**config.mk**
```make
export PLATFORM = sky130hd
export DESIGN_NAME = core_host_ctrl
export DESIGN_NICKNAME = d
export VERILOG_FILES = /design/src/rtl/core_host_ctrl.sv
export SDC_FILE = /design/constraint.sdc
export NUM_CORES = 1
export LEC_CHECK = 0
export CORE_AREA = 2 2 61 78
export CTS_BUF_LIST = sky130_fd_sc_hd__clkbuf_2 sky130_fd_sc_hd__clkbuf_4 sky130_fd_sc_hd__clkbuf_8
export DETAILED_ROUTE_END_ITERATION = 10
export DIE_AREA = 0 0 63 80
export GPL_TIMING_DRIVEN = 1
export HOLD_SLACK_MARGIN = 0.15
export PLACE_DENSITY = 0.74
export SLEW_MARGIN = 0
export SYNTH_ARGS = -nofsm -noshare
export SYNTH_HDL_FRONTEND = slang
export SYNTH_SLANG_ARGS = --single-unit
```
**constraint.sdc**
```tcl
create_clock -name clk -period 3.1 [get_ports clk]
set_input_delay 0.62 -clock clk [delete_from_list [all_inputs] [get_ports clk]]
set_output_delay 0.62 -clock clk [all_outputs]
set_load 0.01 [all_outputs]
```
**src/rtl/core_host_ctrl.sv**
```systemverilog
// core_host_ctrl: preloads core data memory, pulses core_req, waits for core_done, streams results back
module core_host_ctrl #(
  parameter int AW        = 8,
  parameter int DW        = 8,
  parameter int LOAD_BASE = 0,
  parameter int LOAD_N    = 4,
  parameter int RES_BASE  = 64,
  parameter int RES_N     = 2,
  parameter int TIMEOUT   = 4096
) (
  input  logic          clk,
  input  logic          reset,
  input  logic          start,
  input  logic          in_valid,
  input  logic [DW-1:0] in_data,
  output logic          in_ready,
  output logic          out_valid,
  output logic [DW-1:0] out_data,
  input  logic          out_ready,
  output logic          busy,
  output logic          timeout_err,
  output logic [15:0]   cycle_count,
  output logic          core_req,
  input  logic          core_done,
  output logic          mem_wr_en,
  output logic [AW-1:0] mem_addr,
  output logic [DW-1:0] mem_wr_data,
  input  logic [DW-1:0] mem_rd_data
);
  localparam int MAXN = LOAD_N > RES_N ? LOAD_N : RES_N;
  localparam int IW   = MAXN > 0 ? $clog2(MAXN + 1) : 1;
  typedef enum logic [2:0] {IDLE, LOAD, REQ, RUN, READ} state_t;
  state_t        state, state_n;
  logic [IW-1:0] idx, idx_n;
  logic          armed, armed_n;
  logic [15:0]   cnt, cnt_n;
  logic          terr, terr_n;
  logic [AW-1:0] ld_addr, rd_addr;
  assign ld_addr     = AW'(LOAD_BASE) + AW'(idx);
  assign rd_addr     = AW'(RES_BASE) + AW'(idx);
  assign busy        = state != IDLE;
  assign cycle_count = cnt;
  assign timeout_err = terr;
  always_comb begin
    state_n     = state;
    idx_n       = idx;
    armed_n     = armed;
    cnt_n       = cnt;
    terr_n      = terr;
    in_ready    = 1'b0;
    out_valid   = 1'b0;
    out_data    = '0;
    core_req    = 1'b0;
    mem_wr_en   = 1'b0;
    mem_addr    = '0;
    mem_wr_data = '0;
    case (state)
      IDLE: if (start) begin
        terr_n  = 1'b0;
        cnt_n   = '0;
        idx_n   = '0;
        state_n = LOAD_N == 0 ? REQ : LOAD;
      end
      LOAD: begin
        in_ready = 1'b1;
        mem_addr = ld_addr;
        if (in_valid) begin
          mem_wr_en   = 1'b1;
          mem_wr_data = in_data;
          idx_n       = idx + 1'b1;
          state_n     = int'(idx) == LOAD_N - 1 ? REQ : LOAD;
        end
      end
      REQ: begin
        core_req = 1'b1;
        armed_n  = 1'b0;
        cnt_n    = '0;
        state_n  = RUN;
      end
      // a done level left over from the previous job only counts after it has been seen low
      RUN: if (armed && core_done) begin
        idx_n   = '0;
        state_n = RES_N == 0 ? IDLE : READ;
      end else begin
        armed_n = armed | ~core_done;
        cnt_n   = &cnt ? cnt : cnt + 16'd1;
        if (int'(cnt) == TIMEOUT - 1) begin
          terr_n  = 1'b1;
          state_n = IDLE;
        end
      end
      READ: begin
        out_valid = 1'b1;
        mem_addr  = rd_addr;
        out_data  = mem_rd_data;
        if (out_ready) begin
          idx_n   = idx + 1'b1;
          state_n = int'(idx) == RES_N - 1 ? IDLE : READ;
        end
      end
      default: state_n = IDLE;
    endcase
  end
  always_ff @(posedge clk or posedge reset) begin
    if (reset) begin
      state <= IDLE;
      idx   <= '0;
      armed <= 1'b0;
      cnt   <= '0;
      terr  <= 1'b0;
    end else begin
      state <= state_n;
      idx   <= idx_n;
      armed <= armed_n;
      cnt   <= cnt_n;
      terr  <= terr_n;
    end
  end
endmodule

```
==> reports/results.txt, run 1 <==
outcome -> completed
most frequent cell after synthesis -> dfrtp_1
required time at the endpoint of the critical path -> 2.48 ns
number of antenna violations at the first check in global routing -> 0
standard cell core area -> 0.00429 sq mm
routed wire length per instance -> 14.3 microns
clock-pin slew of the registers on the worst-case setup and hold paths -> 0.09 ns
Power, Total -> 1370 uW
Cell Pwr Density -> 566 mW/mm^2
grt total ovfl -> 0
worst setup path category -> flip-flop to output pin
ANT nets after route -> 0
Fin Setup TNS -> 0 ns
Clock H-tree levels -> 1
number of top-level pins -> 68
length of the first detailed-routing pass in iterations -> 4
I/O Buffers -> 63
number of standard-cell rows in the floorplan -> 27
half-perimeter wire length after placement -> 3.33 mm
layout cell share with drive strength beyond 1 -> 0.0843
top area cells in the synthesized netlist -> dfrtp_1 (36%), a31oi_1 (6.3%), nor2_1 (3.6%), and2_1 (3.3%), o21ai_0 (3.3%)
largest fanout on the critical path -> 13
cell area after synthesis -> 0.00168 sq mm
static leakage power -> 0.000960 uW
unrepaired setup endpoints after global routing -> false
Die Span Y -> 80 microns
full die area -> 0.00504 sq mm
WHS Path Cells -> 1
Setup-failing EPs final -> 0
root buffer selected by CTS -> clkbuf_8
Most used DFF post-synth -> dfrtp_1
DIE WIDTH -> 63 microns
endpoint kind of the worst setup timing path -> output pin
gp weighted congestion -> 0.804
number of flops mapped to enable cells by yosys -> 0
list of most frequent post-synthesis cells -> dfrtp_1 (24), a31oi_1 (17), nor2_1 (16), nand2_1 (12)
post-synthesis cell type with the largest combined area -> dfrtp_1
post-cts repair resize count -> 0
YS warnings -> 0
CTS max path bufs -> 2
Final min period -> 2.71 ns
vias in the first global route -> 1561
total vias in the final route -> 1757
number of CTS-inserted buffers -> 3
per-cell via count in the routed design -> 5.51
clock tree from TritonCTS -> done
final clock period utilization by the worst path -> 0.874
final-stage net count -> 288
Final Hold Vio Count -> 0
Seq/Total Area, Yosys -> 0.357
reg-to-reg setup timing slack -> 0.92 ns
global router's overall resource usage -> 0.178
max_cap viols -> 0
peak ir drop on the vdd network -> 267 uV
worst min path class -> flip-flop to flip-flop
maximum number of pins on one net before global-route repair -> 25
Post-Synthesis Mean Instance Area -> 8.49 sq um
Critical Path Start Type -> flip-flop
wire length of the first global-routing pass -> 7.31 mm
layout-stage area growth over the synthesis result -> 43.9%
Routed Wire Length -> 4.56 mm
number of slew-limit violations in the final report -> 0
fraction of registers with async set or reset after synthesis -> 1.00
depth of the worst register-to-register path -> 5
Clock Skew -> 0.00300 ns
number of remaining DRC errors -> 0
number of buffers inserted by hold repair at cts -> 0
Critical Path AT -> 2.09 ns
number of distinct library cells after synthesis -> 44
effective utilization at floorplan -> 0.392
post-synthesis sequential element count -> 24
clock latency of the later-clocked register in the worst-skew pair -> 0.27 ns
post-CTS repair timing setup buffer count -> 0
Max Clk Rate -> 0.369 GHz
iteration-0 DRC count of the detailed router -> 53
number of diodes added for antenna fixing -> 0
clock sink total -> 24
Synth top area share -> 0.357
post-synthesis cell count -> 198
[cell type report]
cell class	instances	area, sq um
clock buffers	4	55.1
fillers	403	1870
inverters	11	41.3
multi-input cells	152	967
flip-flops and latches	24	601
well taps	58	72.6
repair buffers	70	683
[cells in the final DEF (no fill, tap or decap), types with 2 or more instances in the layout]
cell type and count:
clkdlybuf4s50_1 63, dfrtp_1 24, a31oi_1 17, nor2_1 16, nand2_1 12, o21ai_0 11, inv_1 11, nand3_1 9
and2_1 9, and3_1 8, buf_4 7, nor4_1 5, nor3_1 5, mux2i_1 4, mux2_2 4, nand4_1 4
nand2b_1 4, a21oi_1 4, or4_1 4, o211ai_1 4, ha_1 4, conb_1 4, clkbuf_8 4, nor3b_1 3
or4_4 2, o22ai_1 2, a2bb2oi_1 2
[kinds of logic (layout without fill, tap and decap cells)]
kind of cell | count (synthesis) | count (layout) | synth area share
DFF | 24 | 24 | 0.357
buffers and inverters | 25 | 85 | 0.0744
muxes | 8 | 8 | 0.0506
and+or+nand+nor | 88 | 88 | 0.303
adders and majority gates | 4 | 4 | 0.0298
other | 1 | 4 | 0.00223
AOI/OAI and AO/OA | 48 | 48 | 0.183
[stage by stage]
step	instance area [sq um]	utilization	setup slack, ns	hold WS, ns	std cells
finish	2420	0.564	0.390	0.539	319
global route	2420	0.564	0.263	0.557	319
CTS	2420	0.564	0.369	0.541	319
detailed placement	2360	0.551	0.540	0.521	315
global placement	2360	0.551	0.575	0.512	315
floorplan	1690	-	1.01	0.493	201
[power by group]
part           switching (uW)  leakage [uW]  internal, uW
registers                97.7      0.000322           368
clock network             103     0.0000288           113
logic                     327      0.000609           361
total                     527      0.000960           842
[sequential cells by signal, indices dropped and copies added (netlist names)]
signal,count
cycle_count,16
timeout_err,1
armed,1
idx,3
state,3
[layer usage]
layer,vias to the layer above,wire length [microns],track usage
met5,-,0,0
met3,4,455,0.0465
met2,81,2240,0.312
met1,821,1820,0.208
met4,0,41,0.0689
li1,851,-,-
[path summary, 6_finish.rpt]
kind | start | to
hold / removal | idx[2] | idx[2]
min in group asynchronous | reset | idx[0]
setup reg to reg | cycle_count[0] | cycle_count[9]
hold reg to reg | idx[2] | idx[2]
max in group asynchronous | reset | cycle_count[2]
setup / recovery | state[0] | mem_wr_data[6]
[worst max-delay path, cell delays in order (launching register included)]
cell and delay (ns):
dfrtp_1 0.58, nor3b_1 0.34, buf_4 0.22, and3_1 0.16, clkdlybuf4s50_1 0.53
Power figures use the tool's default switching activity.
==> run 2: changes to the inputs <==
--- a/config.mk
+++ b/config.mk
@@ -11,7 +11,8 @@
 export DIE_AREA = 0 0 63 80
 export GPL_TIMING_DRIVEN = 1
 export HOLD_SLACK_MARGIN = 0.15
-export PLACE_DENSITY = 0.74
+export MAX_ROUTING_LAYER = met4
+export PLACE_DENSITY = 0.83
 export SLEW_MARGIN = 0
 export SYNTH_ARGS = -nofsm -noshare
 export SYNTH_HDL_FRONTEND = slang
==> run 2 against run 1 <==
Sequential power is essentially flat; via count down 1.2%; flip-flop and latch count is the same; critical endpoint is now mem_addr[0]; largest power group unchanged.
==> reports/results.txt, run 2 (synthesis gave the netlist of run 1 again) <==
number of CTS-inserted buffers -> 3
endpoint kind of the worst setup timing path -> output pin
commonest cells after routing, fill and taps aside -> clkdlybuf4s50_1 (63), dfrtp_1 (24), a31oi_1 (17)
number of remaining DRC errors -> 0
per-cell via count in the routed design -> 5.48
routed wire length per instance -> 14.5 microns
post-CTS repair timing setup buffer count -> 0
layout cell share with drive strength beyond 1 -> 0.0772
DIE WIDTH -> 63 microns
depth of the worst register-to-register path -> 5
Max stage delay cell, worst path -> dfrtp_1
Clock H-tree levels -> 1
end point of the worst hold path -> idx[2]
commonest non-fill, non-tap cell in the layout -> clkdlybuf4s50_1
Cell Pwr Density -> 572 mW/mm^2
CP Cell Sequence -> nor3b_1, buf_4, nor2_1, nor2b_1, clkdlybuf4s50_1
global router's overall resource usage -> 0.190
final setup margin -> 0.409 ns
Final min period -> 2.69 ns
peak ir drop on the vdd network -> 332 uV
number of antenna violations at the first check in global routing -> 0
Critical Path Start Type -> flip-flop
Critical Path AT -> 2.07 ns
CTS max path bufs -> 2
number of buffers inserted by hold repair at cts -> 0
max-slew headroom at the worst pin -> 0.413
unrepaired setup endpoints after global routing -> false
length of the first detailed-routing pass in iterations -> 5
origin of the worst min-delay path -> idx[2]
worst setup path category -> flip-flop to output pin
outcome -> completed
Fin Setup TNS -> 0 ns
half-perimeter wire length after placement -> 3.47 mm
clock-pin slew of the registers on the worst-case setup and hold paths -> 0.09 ns
I/O Buffers -> 63
final clock period utilization by the worst path -> 0.868
final-stage net count -> 286
total vias in the final route -> 1736
Post-Place Setup Slack -> 0.517 ns
clock latency of the later-clocked register in the worst-skew pair -> 0.28 ns
Max Clk Rate -> 0.372 GHz
number of slew-limit violations in the final report -> 0
number of standard-cell rows in the floorplan -> 27
RR Startpoint -> cycle_count[0]
root buffer selected by CTS -> clkbuf_8
max_cap viols -> 0
Final Hold Vio Count -> 0
layout-stage area growth over the synthesis result -> 43.0%
wire length of the first global-routing pass -> 7.50 mm
clock tree from TritonCTS -> done
Routed Wire Length -> 4.59 mm
reg-to-reg setup timing slack -> 0.87 ns
standard cell core area -> 0.00429 sq mm
iteration-0 DRC count of the detailed router -> 71
clock sink total -> 24
vias in the first global route -> 1581
Setup-failing EPs final -> 0
post-cts repair resize count -> 0
ANT nets after route -> 0
Crit path max-delay family -> buffers and inverters
worst min path class -> flip-flop to flip-flop
slew at the pin closest to its max-slew limit -> 0.880 ns
grt total ovfl -> 0
gp weighted congestion -> 0.854
end of the worst register-to-register path -> cycle_count[6]
full die area -> 0.00504 sq mm
number of top-level pins -> 68
max reg flops -> 16
maximum number of pins on one net before global-route repair -> 25
number of diodes added for antenna fixing -> 0
effective utilization at floorplan -> 0.392
required time at the endpoint of the critical path -> 2.48 ns
static leakage power -> 0.000950 uW
largest fanout on the critical path -> 13
Die Span Y -> 80 microns
WHS Path Cells -> 1
Critical Path Max Stage Delay -> 0.52 ns
Clock Skew -> 0.00955 ns
total buffers and inverters traversed by the critical path -> 2
[run 2: worst reg2reg max path: stages (launching register included)]
cell     delay (ns)
dfrtp_1        0.48
ha_1           0.28
nand4_1        0.26
or4_1          0.74
a31oi_1        0.26
a31oi_1        0.06
[run 2: cell type report]
cell class / count / area [sq um]
Tap cell: 58 / 72.6
Multi-Input combinational cell: 152 / 967
Fill cell: 391 / 1890
Sequential cell: 24 / 601
Clock buffer: 4 / 55.1
Timing Repair Buffer: 68 / 668
Inverter: 11 / 41.3
[run 2: power by group]
part | switching (uW) | internal [uW] | total (uW)
Sequential | 98.0 | 368 | 466
Clock | 105 | 114 | 219
Combinational | 328 | 363 | 691
[run 2: through the flow]
step | area [sq um] | total power [uW] | hold WS, ns | util | instances
after CTS | 2400 | 1380 | 0.536 | 0.561 | 317
after floorplan | 1690 | 871 | 0.493 | - | 201
after global placement | 2350 | 1140 | 0.506 | 0.548 | 313
after detailed placement | 2350 | 1160 | 0.517 | 0.548 | 313
final | 2400 | 1380 | 0.543 | 0.561 | 317
after global routing | 2400 | 1480 | 0.543 | 0.561 | 317
[run 2: layer usage]
metal,vias to the layer above,part of all wire,global-route usage
met5,-,0,-
met4,0,0.015,0.0822
met3,7,0.087,0.0395
met2,83,0.51,0.333
met1,803,0.39,0.209
li1,843,-,-
[run 2: worst max path at each step]
stage,from,end,slack [ns],depth (start not counted)
2_1_floorplan,state[0],mem_wr_data[0],1.01,4
3_3_place_gp,in_valid,mem_wr_data[2],0.58,3
3_5_place_dp,in_valid,mem_wr_data[1],0.52,3
4_1_cts,state[2],mem_addr[0],0.40,5
5_1_grt,state[2],mem_addr[1],0.25,5
6_report,state[2],mem_addr[0],0.41,5
==> run 3: changes to the inputs <==
--- a/config.mk
+++ b/config.mk
@@ -5,14 +5,16 @@
 export SDC_FILE = /design/constraint.sdc
 export NUM_CORES = 1
 export LEC_CHECK = 0
+export ABC_CLOCK_PERIOD_IN_PS = 3100
 export CORE_AREA = 2 2 61 78
 export CTS_BUF_LIST = sky130_fd_sc_hd__clkbuf_2 sky130_fd_sc_hd__clkbuf_4 sky130_fd_sc_hd__clkbuf_8
 export DETAILED_ROUTE_END_ITERATION = 10
 export DIE_AREA = 0 0 63 80
+export GPL_ROUTABILITY_DRIVEN = 0
 export GPL_TIMING_DRIVEN = 1
 export HOLD_SLACK_MARGIN = 0.15
 export MAX_ROUTING_LAYER = met4
-export PLACE_DENSITY = 0.83
+export PLACE_DENSITY = 0.74
 export SLEW_MARGIN = 0
 export SYNTH_ARGS = -nofsm -noshare
 export SYNTH_HDL_FRONTEND = slang
==> run 3 against run 2 <==
Cell count grew 0.63%; critical path depth down 1; die area unchanged; largest power group unchanged.
==> reports/results.txt, run 3 (synthesis gave the netlist of run 1 again) <==
number of buffers inserted by hold repair at cts -> 0
worst setup path category -> flip-flop to output pin
iteration-0 DRC count of the detailed router -> 53
number of top-level pins -> 68
Cell Pwr Density -> 565 mW/mm^2
DIE WIDTH -> 63 microns
internal power summed over all cells -> 842 uW
Switching Share -> 0.384
WHS Path Cells -> 1
max reg flops -> 16
Setup-failing EPs final -> 0
I/O Buffers -> 63
maximum number of pins on one net before global-route repair -> 25
origin of the worst min-delay path -> idx[2]
switching power of the nets -> 525 uW
Critical Path Start Type -> flip-flop
max_cap viols -> 0
fraction of power consumed by sequential logic -> 0.341
routed wire length per instance -> 14.2 microns
worst min path class -> flip-flop to flip-flop
power share of the clock group -> 0.158
start point of the critical path -> state[0]
Critical Path AT -> 2.09 ns
Post-Place Setup Slack -> 0.540 ns
effective utilization at floorplan -> 0.392
full die area -> 0.00504 sq mm
Final Hold Vio Count -> 0
layout-stage area growth over the synthesis result -> 43.9%
final setup margin -> 0.390 ns
commonest non-fill, non-tap cell in the layout -> clkdlybuf4s50_1
required time at the endpoint of the critical path -> 2.48 ns
number of CTS-inserted buffers -> 3
length of the first detailed-routing pass in iterations -> 4
CTS max path bufs -> 2
global router's overall resource usage -> 0.183
RR Startpoint -> cycle_count[0]
endpoint kind of the worst setup timing path -> output pin
unrepaired setup endpoints after global routing -> false
commonest cells after routing, fill and taps aside -> clkdlybuf4s50_1 (63), dfrtp_1 (24), a31oi_1 (17)
number of standard-cell rows in the floorplan -> 27
combinational fraction of design power -> 0.501
vias in the first global route -> 1563
clock sink total -> 24
half-perimeter wire length after placement -> 3.33 mm
post-cts repair resize count -> 0
clock tree from TritonCTS -> done
Routed Wire Length -> 4.54 mm
Die Span Y -> 80 microns
outcome -> completed
number of remaining DRC errors -> 0
root buffer selected by CTS -> clkbuf_8
wire length of the first global-routing pass -> 7.29 mm
number of diodes added for antenna fixing -> 0
final clock period utilization by the worst path -> 0.874
standard cell core area -> 0.00429 sq mm
per-cell via count in the routed design -> 5.52
reg-to-reg setup timing slack -> 0.89 ns
number of antenna violations at the first check in global routing -> 0
Final min period -> 2.71 ns
final-stage net count -> 288
Max Clk Rate -> 0.369 GHz
layout cell share with drive strength beyond 1 -> 0.0843
clock-pin slew of the registers on the worst-case setup and hold paths -> 0.09 ns
depth of the worst register-to-register path -> 5
Clock H-tree levels -> 1
end of the worst register-to-register path -> cycle_count[9]
hold_ws -> 0.539 ns
grt total ovfl -> 0
end point of the worst hold path -> idx[2]
total vias in the final route -> 1760
peak ir drop on the vdd network -> 268 uV
number of slew-limit violations in the final report -> 0
ANT nets after route -> 0
number of inserted filler cells in the final layout -> 403
Fin Setup TNS -> 0 ns
Clock Skew -> 0.00251 ns
static leakage power -> 0.000960 uW
post-CTS repair timing setup buffer count -> 0
largest fanout on the critical path -> 13
clock latency of the later-clocked register in the worst-skew pair -> 0.27 ns
run 3: changes by cell type in the layout (fill, tap and decap cells not counted):
cell	before	now
buf_4	5	7
run 3: cell type report:
type,instances,area [sq um],area share
Timing Repair Buffer,70,683,0.282
Tap cell,58,72.6,0.0300
Clock buffer,4,55.1,0.0228
Inverter,11,41.3,0.0171
Sequential cell,24,601,0.248
Multi-Input combinational cell,152,967,0.400
run 3: metal layers:
layer  wire (microns)  vias to the layer above  global-route usage
met5                0                        -                   -
met4               41                        0              0.0689
met3              471                        4              0.0465
met2             2260                       79               0.312
met1             1770                      827               0.207
li1                 -                      850                   -
run 3: worst max-delay path by stage:
stage / to / cells after the start
floorplan: mem_wr_data[0] / 4
global placement: mem_wr_data[0] / 3
detailed placement: mem_wr_data[0] / 3
CTS: mem_wr_data[0] / 4
global route: mem_wr_data[5] / 4
finish: mem_wr_data[6] / 4
run 3: critical path, stage by stage, from the launching register on:
cell and delay [ns]:
dfrtp_1 0.58, nor3b_1 0.34, buf_4 0.22, and3_1 0.16, clkdlybuf4s50_1 0.53
run 3: per-stage QoR:
step,power [uW],util,instances,cell area (sq um)
after CTS,1380,0.564,319,2420
after detailed placement,1160,0.551,315,2360
final,1370,0.564,319,2420
after global placement,1150,0.551,315,2360
after global routing,1470,0.564,319,2420
after floorplan,871,-,201,1690
run 3: power groups by stage:
stage               Sequential [uW]  Clock [uW]  Combinational [uW]
finish                          466         216                 686
global route                    479         235                 760
CTS                             465         222                 692
detailed placement              470           0                 690
global placement                468           0                 678
floorplan                       439           0                 432
